`config.mk`:
```
export PLATFORM = sky130hd
export DESIGN_NAME = bus_arbiter4
export DESIGN_NICKNAME = d
export VERILOG_FILES = /design/src/rtl/bus_arbiter4.sv
export SDC_FILE = /design/constraint.sdc
export NUM_CORES = 1
export LEC_CHECK = 0
export CORE_MARGIN = 1
export CORE_UTILIZATION = 37
export CTS_CLUSTER_DIAMETER = 120
export DETAILED_ROUTE_END_ITERATION = 8
export HOLD_SLACK_MARGIN = 0.03
export PLACE_DENSITY = 0.86
export SYNTH_ARGS = -nofsm -noshare
export SYNTH_HDL_FRONTEND = slang
export SYNTH_SLANG_ARGS = --single-unit
export TNS_END_PERCENT = 10
```
`constraint.sdc`:
```
create_clock -name clk -period 4.8 [get_ports clk]
set_input_delay 0.72 -clock clk [delete_from_list [all_inputs] [get_ports clk]]
set_output_delay 0.72 -clock clk [all_outputs]
set_load 0.03 [all_outputs]
```
`src/rtl/bus_arbiter4.sv`:
```
`default_nettype none
// ============================================================================
// Module   : bus_arbiter4
// Purpose  : Four-requester round-robin bus arbiter. One owner at a time. The
//            owner's data is registered onto dout, one beat per cycle, while
//            its request stays high. Every release passes through exactly one
//            IDLE cycle before the next grant. The search pointer advances
//            only when a grant ends.
// Ports    : clk        - single clock, rising edge
//            rst        - asynchronous active-high reset
//            req[3:0]   - request per requester (bit i = requester i)
//            di1..di4   - data of requesters 0..3 (N bits each)
//            gnt[3:0]   - registered one-hot grant, zero when no owner
//            sel[1:0]   - registered index of current/last owner
//            dout       - registered owner data (N bits)
//            dout_valid - registered, high when dout carries a new beat
// Options  : define ARB_TIMEOUT_EN to preempt an owner after MAX_BEATS beats
// Revision : 1.0 - initial release
// ============================================================================
module bus_arbiter4 #(
  parameter int N         = 32,
  parameter int MAX_BEATS = 8
) (
  input  logic         clk,
  input  logic         rst,
  input  logic [3:0]   req,
  input  logic [N-1:0] di1,
  input  logic [N-1:0] di2,
  input  logic [N-1:0] di3,
  input  logic [N-1:0] di4,
  output logic [3:0]   gnt,
  output logic [1:0]   sel,
  output logic [N-1:0] dout,
  output logic         dout_valid
);

  if (MAX_BEATS < 1 || MAX_BEATS > 256) begin : g_max_beats_range
    $error("bus_arbiter4: MAX_BEATS must be in 1..256");
  end

  localparam logic [0:0] c_idle = 1'b0;
  localparam logic [0:0] c_busy = 1'b1;

  logic [0:0]   r_state;
  logic [0:0]   w_state_nxt;
  logic [3:0]   r_gnt;
  logic [3:0]   w_gnt_nxt;
  logic [1:0]   r_sel;
  logic [1:0]   w_sel_nxt;
  logic [1:0]   r_ptr;
  logic [1:0]   w_ptr_nxt;
  logic [N-1:0] r_dout;
  logic [N-1:0] w_dout_nxt;
  logic         r_dout_valid;
  logic         w_dout_valid_nxt;

  logic [1:0]   w_winner;
  logic         w_owner_req;
  logic [N-1:0] w_owner_di;
  logic         w_last_beat;

  // Round-robin search: walk offsets 3 down to 0 so the lowest offset from
  // ptr that has a request is the last (and therefore winning) assignment.
  always_comb begin
    w_winner = r_ptr;
    for (int i = 3; i >= 0; i--) begin
      if (req[r_ptr + 2'(i)]) begin
        w_winner = r_ptr + 2'(i);
      end
    end
  end

  assign w_owner_req = req[r_sel];

  always_comb begin
    w_owner_di = di1;
    case (r_sel)
      2'd0:    w_owner_di = di1;
      2'd1:    w_owner_di = di2;
      2'd2:    w_owner_di = di3;
      default: w_owner_di = di4;
    endcase
  end

`ifdef ARB_TIMEOUT_EN
  // Counts beats of the current grant; cleared while idle so every new
  // grant starts from zero.
  localparam logic [7:0] c_last_beat = 8'(MAX_BEATS - 1);
  logic [7:0] r_beat_cnt;

  assign w_last_beat = (r_beat_cnt == c_last_beat);

  always_ff @(posedge clk or posedge rst) begin
    if (rst) begin
      r_beat_cnt <= '0;
    end else if (r_state == c_idle) begin
      r_beat_cnt <= '0;
    end else if (w_owner_req && !w_last_beat) begin
      r_beat_cnt <= r_beat_cnt + 8'd1;
    end
  end
`else
  assign w_last_beat = 1'b0;
`endif

  // State register
  always_ff @(posedge clk or posedge rst) begin
    if (rst) begin
      r_state <= c_idle;
    end else begin
      r_state <= w_state_nxt;
    end
  end

  // Next-state logic
  always_comb begin
    w_state_nxt = r_state;
    case (r_state)
      c_idle: begin
        if (|req) begin
          w_state_nxt = c_busy;
        end
      end
      default: begin
        if (!w_owner_req || w_last_beat) begin
          w_state_nxt = c_idle;
        end
      end
    endcase
  end

  // Output logic: next values of the registered outputs and the pointer.
  // On a preempting beat the final beat is still delivered.
  always_comb begin
    w_gnt_nxt        = r_gnt;
    w_sel_nxt        = r_sel;
    w_ptr_nxt        = r_ptr;
    w_dout_nxt       = r_dout;
    w_dout_valid_nxt = 1'b0;
    case (r_state)
      c_idle: begin
        w_gnt_nxt = 4'b0000;
        if (|req) begin
          w_gnt_nxt = 4'b0001 << w_winner;
          w_sel_nxt = w_winner;
        end
      end
      default: begin
        if (w_owner_req) begin
          w_dout_nxt       = w_owner_di;
          w_dout_valid_nxt = 1'b1;
        end
        if (!w_owner_req || w_last_beat) begin
          w_gnt_nxt = 4'b0000;
          w_ptr_nxt = r_sel + 2'd1;
        end
      end
    endcase
  end

  always_ff @(posedge clk or posedge rst) begin
    if (rst) begin
      r_gnt        <= 4'b0000;
      r_sel        <= 2'd0;
      r_ptr        <= 2'd0;
      r_dout       <= '0;
      r_dout_valid <= 1'b0;
    end else begin
      r_gnt        <= w_gnt_nxt;
      r_sel        <= w_sel_nxt;
      r_ptr        <= w_ptr_nxt;
      r_dout       <= w_dout_nxt;
      r_dout_valid <= w_dout_valid_nxt;
    end
  end

  assign gnt        = r_gnt;
  assign sel        = r_sel;
  assign dout       = r_dout;
  assign dout_valid = r_dout_valid;

endmodule
`default_nettype wire

```
==> flow_summary.yaml, run 1 <==
pwr:
  irDropWorstVdd_uv: 411
  powerDensity_mw_per_mm2: 594
  power.leakage_nw: 1.70
critical_path:
  reg2reg_depth: 6
  path_class: "input pin to register"
  reg2reg_from: "sel[0]"
  path_max_fanout: 65
  rrSetupSlack_ps: 2370
  arrival_ps: 2860
  path_cells: "clkdlybuf4s50_1, mux4_2, nand2_2, inv_4, a22o_1"
  critPathBufInv: 2
  end_kind: "register"
  slowest_delay_ps: 730
  crit_required_ps: 4970
  cpMaxStageDelayCell: "nand2_2"
  reg2reg_to: "dout[23]"
  startpoint_type: "input pin"
  path_delay_family: "simple AND/OR/NAND/NOR gates"
floorplan:
  dieWidth_microns: 81.9
  ios: 173
  die_y_microns: 81.9
  die_area_sq_mm: 0.00670
  num_rows: 28
  start_util_pct: 39.2
  core-area_sq_mm: 0.00603
routing:
  wl_per_cell_microns: 15.6
  ant_nets: 0
  vias: 2709
  drtIter0Drc: 253
  viasPerCell: 5.42
  wirelength_microns: 7810
  drt_first_pass_iters: 7
  drc: 0
clocking:
  cts.path.max_buffers: 2
  cts-root-buf: "clkbuf_8"
  numCtsBuffers: 5
  clkLatencyLatePin_ps: 280
  post_cts_resized: 0
  clock_sinks: 42
  htree_levels: 2
  tritoncts: "built"
  cts-hold-fix-buffers: 0
  cts_setup_buffers: 0
  clk_pin_slew_ps: 80
synthesis:
  synth_top_cell_area_share_pct: 44.5
  synthArstFlopShare_pct: 100
  syn-cell-area_sq_mm: 0.00236
  ys_top_cells_by_count: "42 x dfrtp_1, 36 x nand2_1, 34 x a21oi_1, 34 x nor2_1, 33 x o21ai_0"
  yosys.area.top_type: "dfrtp_1"
  syn-num-nets: 405
  syn_area_per_cell_sq_um: 8.84
  ys_ff_latch: 42
  ys_top_cells_by_area: "dfrtp_1 45%, a222oi_1 14%, a21oi_1 7.2%"
  yosysMostFrequentCell: "dfrtp_1"
  synth_edf_count: 0
  ys_types: 31
  ys.flop_type: "dfrtp_1"
  syn_inst: 267
  ys_seq_area_share_pct: 44.5
  ys.warnings.count: 0
final_layout:
  nets: 562
  stdcell_count: 500
  diodes: 0
  drive_above_1_share_pct: 3.29
  postLayoutCoreUtil_pct: 69.1
  fin_area_sq_mm: 0.00416
  area_growth_pct: 76.4
global_route:
  grt_pass1_vias: 2438
  grt_overflow: 0
  grt_max_degree: 66
  track_usage_pct: 22.6
  grt_pass1_wl_microns: 11500
  antenna_found_initial: 0
placed_design:
  placed_cell_area_sq_mm: 0.00406
  port_buffers: 172
  dp_hpwl_microns: 5820
  gp_congestion: 0.745
  place_inst: 492
run:
  maxCapViolations: 0
worst_hold_path:
  hold_start: "dout[16]"
  min_to: "dout[16]"
  hold_depth: 2
  hold_path_class: "register to register"
outcome:
  status: "complete, no violations"
sta:
  tightestPinTransition_ps: 1270
  timing.fmax_mhz: 372
  rsz0062_at_grt: "false"
  fin_crit_ps: 2690
  finalHoldViolCount: 0
  min_period_over_period_pct: 56.0
  finalClockSkew_ps: 7.18
  slew-limit-headroom_pct: 15.0
  slew_viol_final: 0
  finalSetupViolations: 0
  tns_ps: 0
cells in the final DEF, fill, tap and decap left out, drive strengths merged, types with 2 or more instances in the layout:
master / instances
a21boi: 2
a21oi: 34
a222oi: 32
a22o: 2
clkbuf: 7
clkdlybuf4s50: 172
dfrtp: 42
ha: 4
inv: 6
nand2: 37
nand2b: 3
nor2: 34
o21ai: 36
through the flow:
stage               total power, mW  worst slack (ps)  hold slack (ps)
floorplan                      1.68              3000              476
finish                         2.48              2110              484
detailed placement             2.22              1790              469
global placement               2.18              1900              461
CTS                            2.50              2110              488
global route                   2.67              1920              512
kinds of logic (layout without fill, tap and decap cells):
kind of cell | Yosys count | in the layout | synth area share (%)
AO/OA/AOI/OAI | 111 | 111 | 31.5
AND/OR/NAND/NOR | 78 | 78 | 13.5
flip-flops | 42 | 42 | 44.5
buffers and inverters | 29 | 187 | 6.52
adder cells (fa/ha/maj) | 4 | 4 | 2.12
multiplexers | 3 | 3 | 1.85
layout make-up:
type | instances | area, sq um
inverters | 6 | 25.0
well taps | 75 | 93.8
clock inverters | 1 | 30.0
clock buffers | 7 | 76.3
fillers | 483 | 1860
flip-flops and latches | 42 | 1050
multi-input cells | 196 | 1160
repair buffers | 173 | 1730
per-layer routing:
metal | share of wire (%) | GRT usage, % | vias to the layer above
met3 | 11 | 5.67 | 10
met5 | 0 | 0 | -
met1 | 37 | 26.0 | 1245
met2 | 51 | 41.5 | 142
li1 | - | - | 1312
met4 | 1.1 | 5.61 | 0
worst max path at each step:
stage                     startpoint  endpoint  slack (ps)  depth (start not counted)
final                         req[3]    gnt[2]        2110                          5
after global routing          req[3]  dout[29]        1920                          4
after CTS                     req[3]    gnt[2]        2110                          5
after detailed placement      req[3]    gnt[2]        1790                          5
after global placement        req[3]    gnt[2]        1900                          5
after floorplan               sel[0]  dout[19]        3000                          7
tightest hold or removal path, cell delays in order, from the launching register on:
cell and delay, ps:
dfrtp_1 350, nand2_1 40, o21ai_0 60
state kept, by name (all words and copies together), names as in the netlist:
signal      flops
dout           32
dout_valid      1
gnt             4
r_ptr           2
r_state         1
sel             2
where the power goes:
| part | leakage, nW | total [mW] | internal, mW | switching, mW |
|---|---|---|---|---|
| registers | 0.533 | 0.623 | 0.519 | 0.104 |
| logic | 1.12 | 1.58 | 0.660 | 0.921 |
| clock network | 0.0524 | 0.272 | 0.156 | 0.116 |
| total | 1.70 | 2.48 | 1.33 | 1.14 |
Note: power is estimated with default switching activity, not from simulation.
==> run 2, diff against run 1 <==
--- a/config.mk
+++ b/config.mk
@@ -6,11 +6,11 @@
 export NUM_CORES = 1
 export LEC_CHECK = 0
 export CORE_MARGIN = 1
-export CORE_UTILIZATION = 37
+export CORE_UTILIZATION = 31
 export CTS_CLUSTER_DIAMETER = 120
 export DETAILED_ROUTE_END_ITERATION = 8
 export HOLD_SLACK_MARGIN = 0.03
-export PLACE_DENSITY = 0.86
+export PLACE_DENSITY = 0.77
 export SYNTH_ARGS = -nofsm -noshare
 export SYNTH_HDL_FRONTEND = slang
 export SYNTH_SLANG_ARGS = --single-unit
==> constraint.sdc (replaced) <==
create_clock -name clk -period 2.4 [get_ports clk]
set_input_delay 0.36 -clock clk [delete_from_list [all_inputs] [get_ports clk]]
set_output_delay 0.36 -clock clk [all_outputs]
set_load 0.03 [all_outputs]
==> flow_summary.yaml, run 2 (synthesis gave the netlist of run 1 again) <==
outcome:
  status: "complete, no violations"
pwr:
  fin_total_pwr_mw: 4.93
  switching_share_pct: 46.6
  irDropWorstVdd_uv: 642
  comb_power_share_pct: 66.2
  p_sw_mw: 2.30
  clock_power_share_pct: 8.5
  p_int_mw: 2.63
  powerDensity_mw_per_mm2: 1170
  power.leakage_nw: 1.73
  p_seq_share_pct: 25.2
global_route:
  grt.met2_usage_pct: 34.8
  grt_pass1_wl_microns: 11900
  gr-usage-met3_pct: 6.56
  grt_pass1_vias: 2546
  antenna_found_initial: 0
  grt_max_degree: 43
  grt_overflow: 0
  busiest_layer: "met2"
  use_met1_pct: 22.5
  track_usage_pct: 19.4
critical_path:
  startpoint_type: "register"
  cpMaxStageDelayCell: "dfrtp_1"
  slowest_delay_ps: 470
  path_cells: "inv_1, ha_1, buf_4, a222oi_1, nor2_1, a21oi_1, o21ai_0"
  arrival_ps: 2260
  path_class: "register to register"
  crit_required_ps: 2550
  end_kind: "register"
  reg2reg_depth: 7
  path_max_fanout: 18
clocking:
  cts_setup_buffers: 0
  clk_pin_slew_ps: 80
  htree_levels: 2
  cts-root-buf: "clkbuf_8"
  clkLatencyLatePin_ps: 280
  clock_sinks: 42
  post_cts_resized: 0
  cts.path.max_buffers: 2
  tritoncts: "built"
  cts-hold-fix-buffers: 0
  numCtsBuffers: 5
sta:
  whs_ps: 478
  slew_viol_final: 0
  tns_ps: 0
  finalClockSkew_ps: 4.23
  rsz0062_at_grt: "false"
  finalHoldViolCount: 0
  slew-limit-headroom_pct: 40.2
  fin_crit_ps: 2100
  timing.fmax_mhz: 475
  finalWorstSetupSlack_ps: 297
  min_period_over_period_pct: 87.6
  tightestPinTransition_ps: 896
  finalSetupViolations: 0
routing:
  drtIter0Drc: 189
  drc: 0
  wirelength_microns: 7950
  ant_nets: 0
  vias: 2719
  viasPerCell: 5.13
  wl_per_cell_microns: 15.0
  drt_first_pass_iters: 5
floorplan:
  dieWidth_microns: 89.3
  ios: 173
  die_area_sq_mm: 0.00797
  core-area_sq_mm: 0.00729
  die_y_microns: 89.3
  start_util_pct: 32.4
  num_rows: 31
final_layout:
  drive_above_1_share_pct: 4.64
  diodes: 0
  final_cell_mix: "172 x clkdlybuf4s50_1, 42 x dfrtp_1, 36 x nand2_1, 34 x nor2_1, 34 x a21oi_1"
  nets: 569
  fin_area_sq_mm: 0.00423
  nFillCells: 668
  largest_reg_flops: 32
  postLayoutCoreUtil_pct: 58.0
  final_common_cell: "clkdlybuf4s50_1"
  area_growth_pct: 79.1
  stdcell_count: 530
placed_design:
  port_buffers: 172
  gp_congestion: 0.806
  place_ws_ps: 242
  placed_cell_area_sq_mm: 0.00415
  place_inst: 523
  dp_hpwl_microns: 6220
worst_hold_path:
  hold_depth: 2
  hold_path_class: "register to register"
run:
  maxCapViolations: 0
run 2: changes by cell type in the layout (fill, tap and decap cells not counted):
| cell | previous run | this run |
|---|---|---|
| bufinv_16 | 1 | 0 |
| buf_12 | 0 | 1 |
| buf_4 | 1 | 7 |
run 2: routing by layer:
| layer | share of wire (%) | vias up |
|---|---|---|
| met4 | 0.60 | 0 |
| li1 | - | 1321 |
| met2 | 49 | 132 |
| met3 | 11 | 7 |
| met5 | 0 | - |
| met1 | 39 | 1259 |
run 2: power by group through the flow:
| stage | clock network, mW | registers, mW | logic, mW |
|---|---|---|---|
| after floorplan | 0 | 1.80 | 1.55 |
| after global placement | 0 | 1.25 | 3.23 |
| after detailed placement | 0 | 1.25 | 3.30 |
| after CTS | 0.440 | 1.25 | 3.30 |
| after global routing | 0.470 | 1.29 | 3.58 |
| final | 0.421 | 1.24 | 3.26 |
run 2: critical path, delay by kind of cell (launching register included):
kind / cells / cell delay, ps
compound gates: 3 / 550
flops: 1 / 470
buf+inv: 2 / 440
fa+ha+maj: 1 / 430
simple gates: 1 / 70
run 2: cell type report:
| type | count | area (sq um) | area share, % |
|---|---|---|---|
| multi-input combinational | 196 | 1160 | 27.4 |
| clock buffer | 7 | 76.3 | 1.80 |
| inverter | 6 | 25.0 | 0.592 |
| timing repair buffer | 180 | 1790 | 42.4 |
| tap | 99 | 124 | 2.93 |
| sequential | 42 | 1050 | 24.9 |
run 2: final timing paths:
kind / startpoint / to / slack (ps)
hold / removal: dout[4] / dout[4] / 480
hold reg to reg: dout[4] / dout[4] / 480
setup reg to reg: sel[0] / dout[12] / 300
max in group asynchronous: rst / dout[23] / 1250
setup / recovery: sel[0] / dout[12] / 300
min in group asynchronous: rst / gnt[0] / 600
